## src/rtl/booth_product_accumulator_if.sv

```systemverilog
// ---------------------------------------------------------------------------
// booth_product_accumulator_if
//   Bundles the product input stream and the block-sum output stream of the
//   Booth product accumulator.
//   master : the surrounding logic. It drives clear, prod_valid, prod and
//            sum_ready, and it observes prod_ready, sum_valid, sum and ovf.
//   slave  : the accumulator itself.
//   Signals:
//     clear      block abort/flush
//     prod_valid prod is valid this cycle
//     prod       signed product, PROD_W bits
//     prod_ready accumulator accepts prod this cycle
//     sum_valid  sum/ovf hold a completed block result
//     sum        signed block sum, ACC_W bits
//     ovf        the block overflowed ACC_W
//     sum_ready  consumer takes sum this cycle
// ---------------------------------------------------------------------------
interface booth_product_accumulator_if #(
  parameter int PROD_W = 8,
  parameter int ACC_W  = 12
);
  logic                     clear;
  logic                     prod_valid;
  logic signed [PROD_W-1:0] prod;
  logic                     prod_ready;
  logic                     sum_valid;
  logic signed [ACC_W-1:0]  sum;
  logic                     ovf;
  logic                     sum_ready;

  modport master (
    output clear, prod_valid, prod, sum_ready,
    input  prod_ready, sum_valid, sum, ovf
  );

  modport slave (
    input  clear, prod_valid, prod, sum_ready,
    output prod_ready, sum_valid, sum, ovf
  );
endinterface

```

## src/rtl/booth_product_accumulator.sv

```systemverilog
// ---------------------------------------------------------------------------
// booth_product_accumulator
//   Sums BLOCK_LEN signed products from the Booth multiplier stage into one
//   signed block sum. The sum is presented with a valid/ready handshake and a
//   per-block overflow flag. No new products are taken while a result is
//   pending.
//   Ports:
//     i_clk  clock; all state updates on the rising edge
//     i_rst  synchronous reset, active-high; overrides every other input
//     bus    booth_product_accumulator_if.slave (clear, product stream in,
//            sum stream out)
//   Configuration macro: SATURATE_EN
//     When defined, each add clamps to the ACC_W signed range, and a clamp
//     sets the overflow flag. When undefined, adds wrap modulo 2**ACC_W and
//     a signed overflow still sets the flag.
// ---------------------------------------------------------------------------
module booth_product_accumulator #(
  parameter int PROD_W    = 8,
  parameter int ACC_W     = 12,
  parameter int BLOCK_LEN = 4,
  parameter int CNT_W     = 3
) (
  input  logic                          i_clk,
  input  logic                          i_rst,
  booth_product_accumulator_if.slave    bus
);

  typedef enum logic [0:0] {
    ST_ACCUM = 1'b0,
    ST_HOLD  = 1'b1
  } state_t;

  localparam logic [CNT_W-1:0] CNT_ONE  = CNT_W'(1);
  localparam logic [CNT_W-1:0] CNT_LAST = CNT_W'(BLOCK_LEN - 1);
  localparam logic [ACC_W-1:0] ACC_MAX  = {1'b0, {(ACC_W-1){1'b1}}};
  localparam logic [ACC_W-1:0] ACC_MIN  = {1'b1, {(ACC_W-1){1'b0}}};

  // Signed overflow of a + b: the operands share a sign and the sum's sign differs.
  function automatic logic add_ovf(
    input logic [ACC_W-1:0] a,
    input logic [ACC_W-1:0] b,
    input logic [ACC_W-1:0] s
  );
    return (a[ACC_W-1] == b[ACC_W-1]) && (s[ACC_W-1] != a[ACC_W-1]);
  endfunction

  state_t             r_state;
  state_t             w_next_state;
  logic [ACC_W-1:0]   r_acc;
  logic [CNT_W-1:0]   r_cnt;
  logic               r_flag;
  logic               r_sum_valid;
  logic [ACC_W-1:0]   r_sum;
  logic               r_ovf;

  logic               w_prod_ready;
  logic               w_accept;
  logic               w_last;
  logic [ACC_W-1:0]   w_sext;
  logic [ACC_W-1:0]   w_raw;
  logic               w_raw_ovf;
  logic [ACC_W-1:0]   w_add;

  // The size cast of a signed operand sign-extends the product to ACC_W.
  assign w_sext    = ACC_W'(bus.prod);
  assign w_raw     = r_acc + w_sext;
  assign w_raw_ovf = add_ovf(r_acc, w_sext, w_raw);
  assign w_accept  = bus.prod_valid && w_prod_ready;
  assign w_last    = (r_cnt == CNT_LAST);

  // Selects the value written back by one add: wrapped or clamped.
  always_comb begin
    w_add = w_raw;
`ifdef SATURATE_EN
    if (w_raw_ovf) begin
      // Overflow direction follows the common operand sign.
      w_add = r_acc[ACC_W-1] ? ACC_MIN : ACC_MAX;
    end else begin
      w_add = w_raw;
    end
`else
    w_add = w_raw;
`endif
  end

  // State register.
  always_ff @(posedge i_clk) begin
    if (i_rst) begin
      r_state <= ST_ACCUM;
    end else begin
      r_state <= w_next_state;
    end
  end

  // Next-state logic; a clear flushes the block and returns to ACCUM.
  always_comb begin
    w_next_state = r_state;
    if (bus.clear) begin
      w_next_state = ST_ACCUM;
    end else begin
      case (r_state)
        ST_ACCUM: begin
          if (w_accept && w_last) begin
            w_next_state = ST_HOLD;
          end else begin
            w_next_state = ST_ACCUM;
          end
        end
        ST_HOLD: begin
          if (bus.sum_ready) begin
            w_next_state = ST_ACCUM;
          end else begin
            w_next_state = ST_HOLD;
          end
        end
        default: w_next_state = ST_ACCUM;
      endcase
    end
  end

  // Output logic: products are only taken in ACCUM, outside reset and clear.
  always_comb begin
    w_prod_ready = 1'b0;
    if ((r_state == ST_ACCUM) && !bus.clear && !i_rst) begin
      w_prod_ready = 1'b1;
    end else begin
      w_prod_ready = 1'b0;
    end
  end

  // Accumulator, counter, sticky overflow flag and the registered result.
  always_ff @(posedge i_clk) begin
    if (i_rst) begin
      r_acc       <= {ACC_W{1'b0}};
      r_cnt       <= {CNT_W{1'b0}};
      r_flag      <= 1'b0;
      r_sum_valid <= 1'b0;
      r_sum       <= {ACC_W{1'b0}};
      r_ovf       <= 1'b0;
    end else if (bus.clear) begin
      // A pending result is dropped, but sum keeps its last value.
      r_acc       <= {ACC_W{1'b0}};
      r_cnt       <= {CNT_W{1'b0}};
      r_flag      <= 1'b0;
      r_sum_valid <= 1'b0;
    end else begin
      case (r_state)
        ST_ACCUM: begin
          if (w_accept) begin
            if (w_last) begin
              r_sum       <= w_add;
              r_ovf       <= r_flag | w_raw_ovf;
              r_sum_valid <= 1'b1;
              r_acc       <= {ACC_W{1'b0}};
              r_cnt       <= {CNT_W{1'b0}};
              r_flag      <= 1'b0;
            end else begin
              r_acc  <= w_add;
              r_cnt  <= r_cnt + CNT_ONE;
              r_flag <= r_flag | w_raw_ovf;
            end
          end
        end
        ST_HOLD: begin
          if (bus.sum_ready) begin
            r_sum_valid <= 1'b0;
          end
        end
        default: begin
          r_sum_valid <= 1'b0;
        end
      endcase
    end
  end

  assign bus.prod_ready = w_prod_ready;
  assign bus.sum_valid  = r_sum_valid;
  assign bus.sum        = r_sum;
  assign bus.ovf        = r_ovf;

endmodule

```

## src/flat_wrapper.sv

```systemverilog
// flat-port wrapper written by rule: the top's interface ports become plain ports
module booth_product_accumulator_flat 
#(
  parameter int PROD_W    = 8,
  parameter int ACC_W     = 12,
  parameter int BLOCK_LEN = 4,
  parameter int CNT_W     = 3
)
  (i_clk, i_rst, bus_clear, bus_prod_valid, bus_prod, bus_sum_ready, bus_prod_ready, bus_sum_valid, bus_sum, bus_ovf);
  booth_product_accumulator_if #(.PROD_W(PROD_W), .ACC_W(ACC_W)) bus_i ();
  input  logic i_clk;
  input  logic i_rst;
  input wire logic [$bits(bus_i.clear)-1:0] bus_clear;
  input wire logic [$bits(bus_i.prod_valid)-1:0] bus_prod_valid;
  input wire logic [$bits(bus_i.prod)-1:0] bus_prod;
  input wire logic [$bits(bus_i.sum_ready)-1:0] bus_sum_ready;
  output wire logic [$bits(bus_i.prod_ready)-1:0] bus_prod_ready;
  output wire logic [$bits(bus_i.sum_valid)-1:0] bus_sum_valid;
  output wire logic [$bits(bus_i.sum)-1:0] bus_sum;
  output wire logic [$bits(bus_i.ovf)-1:0] bus_ovf;
  assign bus_i.clear = bus_clear;
  assign bus_i.prod_valid = bus_prod_valid;
  assign bus_i.prod = bus_prod;
  assign bus_i.sum_ready = bus_sum_ready;
  assign bus_prod_ready = bus_i.prod_ready;
  assign bus_sum_valid = bus_i.sum_valid;
  assign bus_sum = bus_i.sum;
  assign bus_ovf = bus_i.ovf;
  booth_product_accumulator #(.PROD_W(PROD_W), .ACC_W(ACC_W), .BLOCK_LEN(BLOCK_LEN), .CNT_W(CNT_W)) u_core (.i_clk(i_clk), .i_rst(i_rst), .bus(bus_i));
endmodule
```

## config.mk

```make
export PLATFORM = sky130hd
export DESIGN_NAME = booth_product_accumulator_flat
export DESIGN_NICKNAME = d
export VERILOG_FILES = /design/src/rtl/booth_product_accumulator_if.sv /design/src/rtl/booth_product_accumulator.sv /design/src/flat_wrapper.sv
export SDC_FILE = /design/constraint.sdc
export NUM_CORES = 1
export LEC_CHECK = 0
export ABC_AREA = 1
export CAP_MARGIN = 40
export CORE_UTILIZATION = 31
export DETAILED_ROUTE_END_ITERATION = 16
export DONT_BUFFER_PORTS = 1
export GPL_TIMING_DRIVEN = 0
export PLACE_DENSITY = 0.46
export SYNTH_ARGS = -nofsm -noshare
export SYNTH_HDL_FRONTEND = slang
export SYNTH_SLANG_ARGS = --single-unit
```

## constraint.sdc

```tcl
create_clock -name i_clk -period 4.9 [get_ports i_clk]
set_input_delay 0.49 -clock i_clk [delete_from_list [all_inputs] [get_ports i_clk]]
set_output_delay 0.49 -clock i_clk [all_outputs]
set_load 0.01 [all_outputs]
```

Word-level counts from Yosys, hierarchy flattened

Index checks and enable logic that the tools add are counted.

Add/sub/neg operators: 2
Equality and inequality tests: 6
Mux-type cells: 11
Bitwise logic cells: 3
Reductions and logical operators: 11

Operators with widths:

| cell                                                   | count |
|---|---|
| adder 12 bit                                           | 1 |
| 2-to-1 mux 12 bit                                      | 1 |
| 2-to-1 mux 1 bit                                       | 7 |
| logical AND 1 bit                                      | 5 |
| inequality test 2 x 1 -> 1 bit (second input constant) | 2 |
| one-hot mux 1 bit (2 select lines)                     | 2 |
| AND reduction 4 bit                                    | 1 |
| adder 3 x 1 -> 3 bit (second input constant)           | 1 |
| equality test 3 x 2 -> 1 bit (second input constant)   | 1 |
| 2-to-1 mux 3 bit                                       | 1 |
| AND reduction 3 bit                                    | 1 |
| logical NOT 1 bit                                      | 2 |
| inequality test 2 bit (second input constant)          | 1 |
| NOT 1 bit                                              | 2 |
| AND reduction 2 bit                                    | 1 |
| OR reduction 2 bit                                     | 1 |
| equality test 1 bit                                    | 1 |
| inequality test 1 bit                                  | 1 |
| OR 1 bit                                               | 1 |

Bits in registers: 31
Input bits: 13
Output and inout port bits: 15
Logic and storage cells: 40

Logic depth before layout (Yosys ltp)

Depth after elaboration: 8
Gate-level depth with buffers: 12
Mapped depth without buffers: 12

Least setup slack after synthesis

No wires, ideal clock.

Kind: input to register
Start point: in bus_prod[0]
End point: reg u_core.r_sum[6] (netlist: u_core.bus.sum[6])
Library setup time: 57 ps
Arrival time: 1749 ps
Data required time: 4843 ps
Slack: 3094 ps
Stages: 11
Cell sequence: ha_1 > fa_1 > nand2_1 > nand3_1 > nand3_1 > nand2_1 > nor2_1 > nor2_1 > nand2_1 > o211ai_1 > inv_1

Word-level cells in the longest chain between the ends: 1

Ends and longest elaborated chain:

| item                 | RTL line                         | RTL |
|---|---|---|
| start, declared      | flat_wrapper.sv:15               | `input wire logic [$bits(bus_i.prod)-1:0] bus_prod;` |
| adder 12 bit         | booth_product_accumulator.sv:66  | `assign w_raw = r_acc + w_sext;` |
| end signal, assigned | booth_product_accumulator.sv:138 | `r_sum <= {ACC_W{1'b0}};` |
| end signal, assigned | booth_product_accumulator.sv:151 | `r_sum <= w_add;` |
| end, declared        | booth_product_accumulator.sv:53  | `logic [ACC_W-1:0] r_sum;` |

No other way between the ends.
A chain may end at the register's enable or synchronous reset.

Worst setup path in the final report

Start point: in bus_clear
End point: out bus_prod_ready

Word-level cells in the longest chain between the ends: 4

Ends and longest elaborated chain:

| item                            | RTL line                         | RTL |
|---|---|---|
| start, declared                 | flat_wrapper.sv:13               | `input wire logic [$bits(bus_i.clear)-1:0] bus_clear;` |
| logical NOT 1 bit               | booth_product_accumulator.sv:124 | `if ((r_state == ST_ACCUM) && !bus.clear && !i_rst) begin` |
| logical AND 1 bit (2 in series) | booth_product_accumulator.sv:124 |  |
| 2-to-1 mux 1 bit                | booth_product_accumulator.sv:124 |  |
| end, declared                   | flat_wrapper.sv:17               | `output wire logic [$bits(bus_i.prod_ready)-1:0] bus_prod_ready;` |

No other way between the ends.

==> summary.md <==
| Metric | Value |
|---|---|
| Hold Vio Cnt, Final | `0` |
| Vias in the first global route | `1,675` |
| Relative slew margins | `0.592` |
| Worst path arrival time | `1.56 ns` |
| TritonCTS Sinks | `31` |
| Avg Cell Area, Syn | `roughly 6.8 um^2` |
| Port buffer count | `0` |
| Setup_tns | `0 ns` |
| Min cycle time layout | `2.05 ns` |
| Crit Path Class | `input port to output port` |
| GRT Resource Usage Total | `0.162` |
| Final Cycle Share | `0.417` |
| DP HPWL | `3450 um` |
| Grt total ovfl | `0` |
| Clock transition at path regs | `0.07 ns` |
| EDFF count, synth | `0` |
| Post-Syn Area | `around 1900 um^2` |
| Post-synthesis async set-or-reset flop share | `0` |
| Initial Util | `0.329` |
| CTS Buf Count | `5` |
| Worst-Margin Slew | `around 0.61 ns` |
| Most frequent cells in the layout | `81 x nand2_1, 37 x inv_1, 34 x nor2_1` |
| DRT iter0 DRCs | `44` |
| Synth Register Bits | `31` |
| Startpoint class of the critical path | `input port` |
| Final Power | `0.000508 W` |
| Syn. warnings | `0` |
| Pwr dens | `~250 nW/um^2` |
| Diodes inserted | `0` |
| LEAKAGE | `1.02 nW` |
| Critical path data required time | `roughly 4.4 ns` |
| Finish-stage setup viols | `0` |
| DR DRC count | `0` |
| Die Span Y | `79.4 um` |
| Post-detailed-route count of antenna-violating nets | `0` |
| Syn_nets | `around 300` |
| Maximum vdd ir drop | `around 0.00017 V` |
| RePlAce Congestion | `between 0.7 and 0.8` |
| Initial antenna violation count | `0` |
| H-Tree Depth | `2` |
| Status | `complete, no violations` |
| Post-synthesis sequential area ratio | `0.334` |
| CP endpoint kind | `output port` |
| I/O pin cnt | `28` |
| Setup Skew | `0.00501 ns` |
| Unrepaired setup endpoints after global routing | `no` |
| First-pass GRT wire length | `slightly below 8000 um` |
| Crit-path max FO | `10` |
| Commonest non-fill, non-tap cell in the layout | `nand2_1` |
| Final slew viol count | `0` |
| Final nets | `about 310` |
| Hold_buf cts | `0` |
| Drt total wl | `4510 um` |
| Via count | `roughly 1,600` |
| Core Area | `5640 um^2` |
| Post CTS Setup Buffer Count | `0` |
| Post-synth top flop | `dfxtp_1` |
| CTS Buffer Depth | `2` |
| Post-synthesis cell type count | `28` |
| Largest net degree at the start of global routing | `12` |
| DRT Pass-1 Iters | `4` |
| Routed wire per std cell | `around 13 um` |
| CTS tree | `yes` |
| Cell Rows | `27` |
| Die Area | `between 6000 and 7000 um^2` |
| Syn Inst Count | `275` |
| Die width | `between 70 and 80 um` |
| FF+latch area | `roughly 620 um^2` |
| P&R area growth vs syn | `9.63%` |
| Post-cts resize count | `0` |
| Multi-input gate area | `approximately 1100 um^2` |
| Hold crit path type | `input port to register` |
| Hold slack | `between 0.2 and 0.3 ns` |
| Layout cells sized above 1 | `0.0777` |
| Mean number of vias per cell | `4.52` |
| Max cap viols | `0` |
| CTS root buffer | `clkbuf_8` |
| Worst skew pair latency | `0.28 ns` |
| Max Clock Freq | `~490 MHz` |
| # fillers | `622` |
## logic make-up after synthesis
group | after synthesis | synth area share
AO/OA/AOI/OAI | 37 | 0.112
buffers and inverters | 44 | 0.0997
flip-flops | 31 | 0.334
XOR/XNOR | 4 | 0.0189
adder cells (fa/ha/maj) | 13 | 0.0916
AND/OR/NAND/NOR | 146 | 0.344
## per-layer routing
| layer | part of all wire | global-route usage | vias to the layer above |
|---|---|---|---|
| met5 | 0 | 0 | - |
| met4 | 0.0095 | 0.0382 | 0 |
| met3 | 0.041 | 0.0457 | 4 |
| met2 | 0.44 | 0.272 | 21 |
| met1 | 0.50 | 0.205 | 692 |
| li1 | - | - | 889 |
## worst paths after layout
| path | startpoint | endpoint | slack (ns) | cells past startpoint |
|---|---|---|---|---|
| worst min-delay path | bus_sum_ready | u_core.bus.sum_valid | 0.29 | 1 |
| worst min register to register | u_core.r_acc[10] | u_core.r_acc[10] | 0.47 | 2 |
| worst max-delay path | bus_clear | bus_prod_ready | 2.85 | 4 |
| worst max register to register | u_core.r_acc[0] | u_core.bus.sum[8] | 3.07 | 10 |
## metrics by stage
stage | util | std cells | worst slack [ns] | instance area, um^2
after floorplan | - | 275 | 3.09 | 1860
after global placement | 0.345 | 347 | 2.84 | 1950
after detailed placement | 0.345 | 347 | 2.84 | 1950
after CTS | 0.361 | 355 | 2.84 | 2040
after global routing | 0.361 | 355 | 2.77 | 2040
final | 0.361 | 355 | 2.85 | 2040
## sequential cells by signal (all words and copies together), names as in the netlist
register	flops
u_core.bus.sum	12
u_core.r_acc	12
u_core.r_cnt	3
u_core.bus.ovf	1
u_core.bus.sum_valid	1
u_core.r_flag	1
u_core.r_state	1
## where the power goes
part / switching [W] / leakage (nW) / internal (W) / total, W
Combinational: 0.0000327 / 0.729 / 0.0000164 / 0.0000490
Clock: 0.000106 / 0.0402 / 0.0000988 / 0.000205
Sequential: 0.000000992 / 0.250 / 0.000253 / 0.000254
## Yosys cell counts, types with 3 or more instances
cell type  number  area share
a21oi_1        20       0.054
dfxtp_1        31        0.33
ha_1           12       0.081
inv_1          37       0.075
nand2_1        81        0.16
nand3_1        19       0.051
nand4_1         4       0.013
nor2_1         34       0.069
o21ai_0         8       0.022
or2_2           3       0.010
xor2_1          3       0.014
## critical path: stages
cell      delay [ns]
nor2_2          0.14
clkinv_1        0.28
clkbuf_1        0.37
nor2_1          0.28
## area by class of cell
type	count	area share
multi-input cells	200	0.517
clock buffers	5	0.0338
clock inverters	3	0.00983
plain buffers	5	0.0190
inverters	39	0.0719
well taps	72	0.0442
flip-flops and latches	31	0.305
Power figures use the tool's default switching activity.
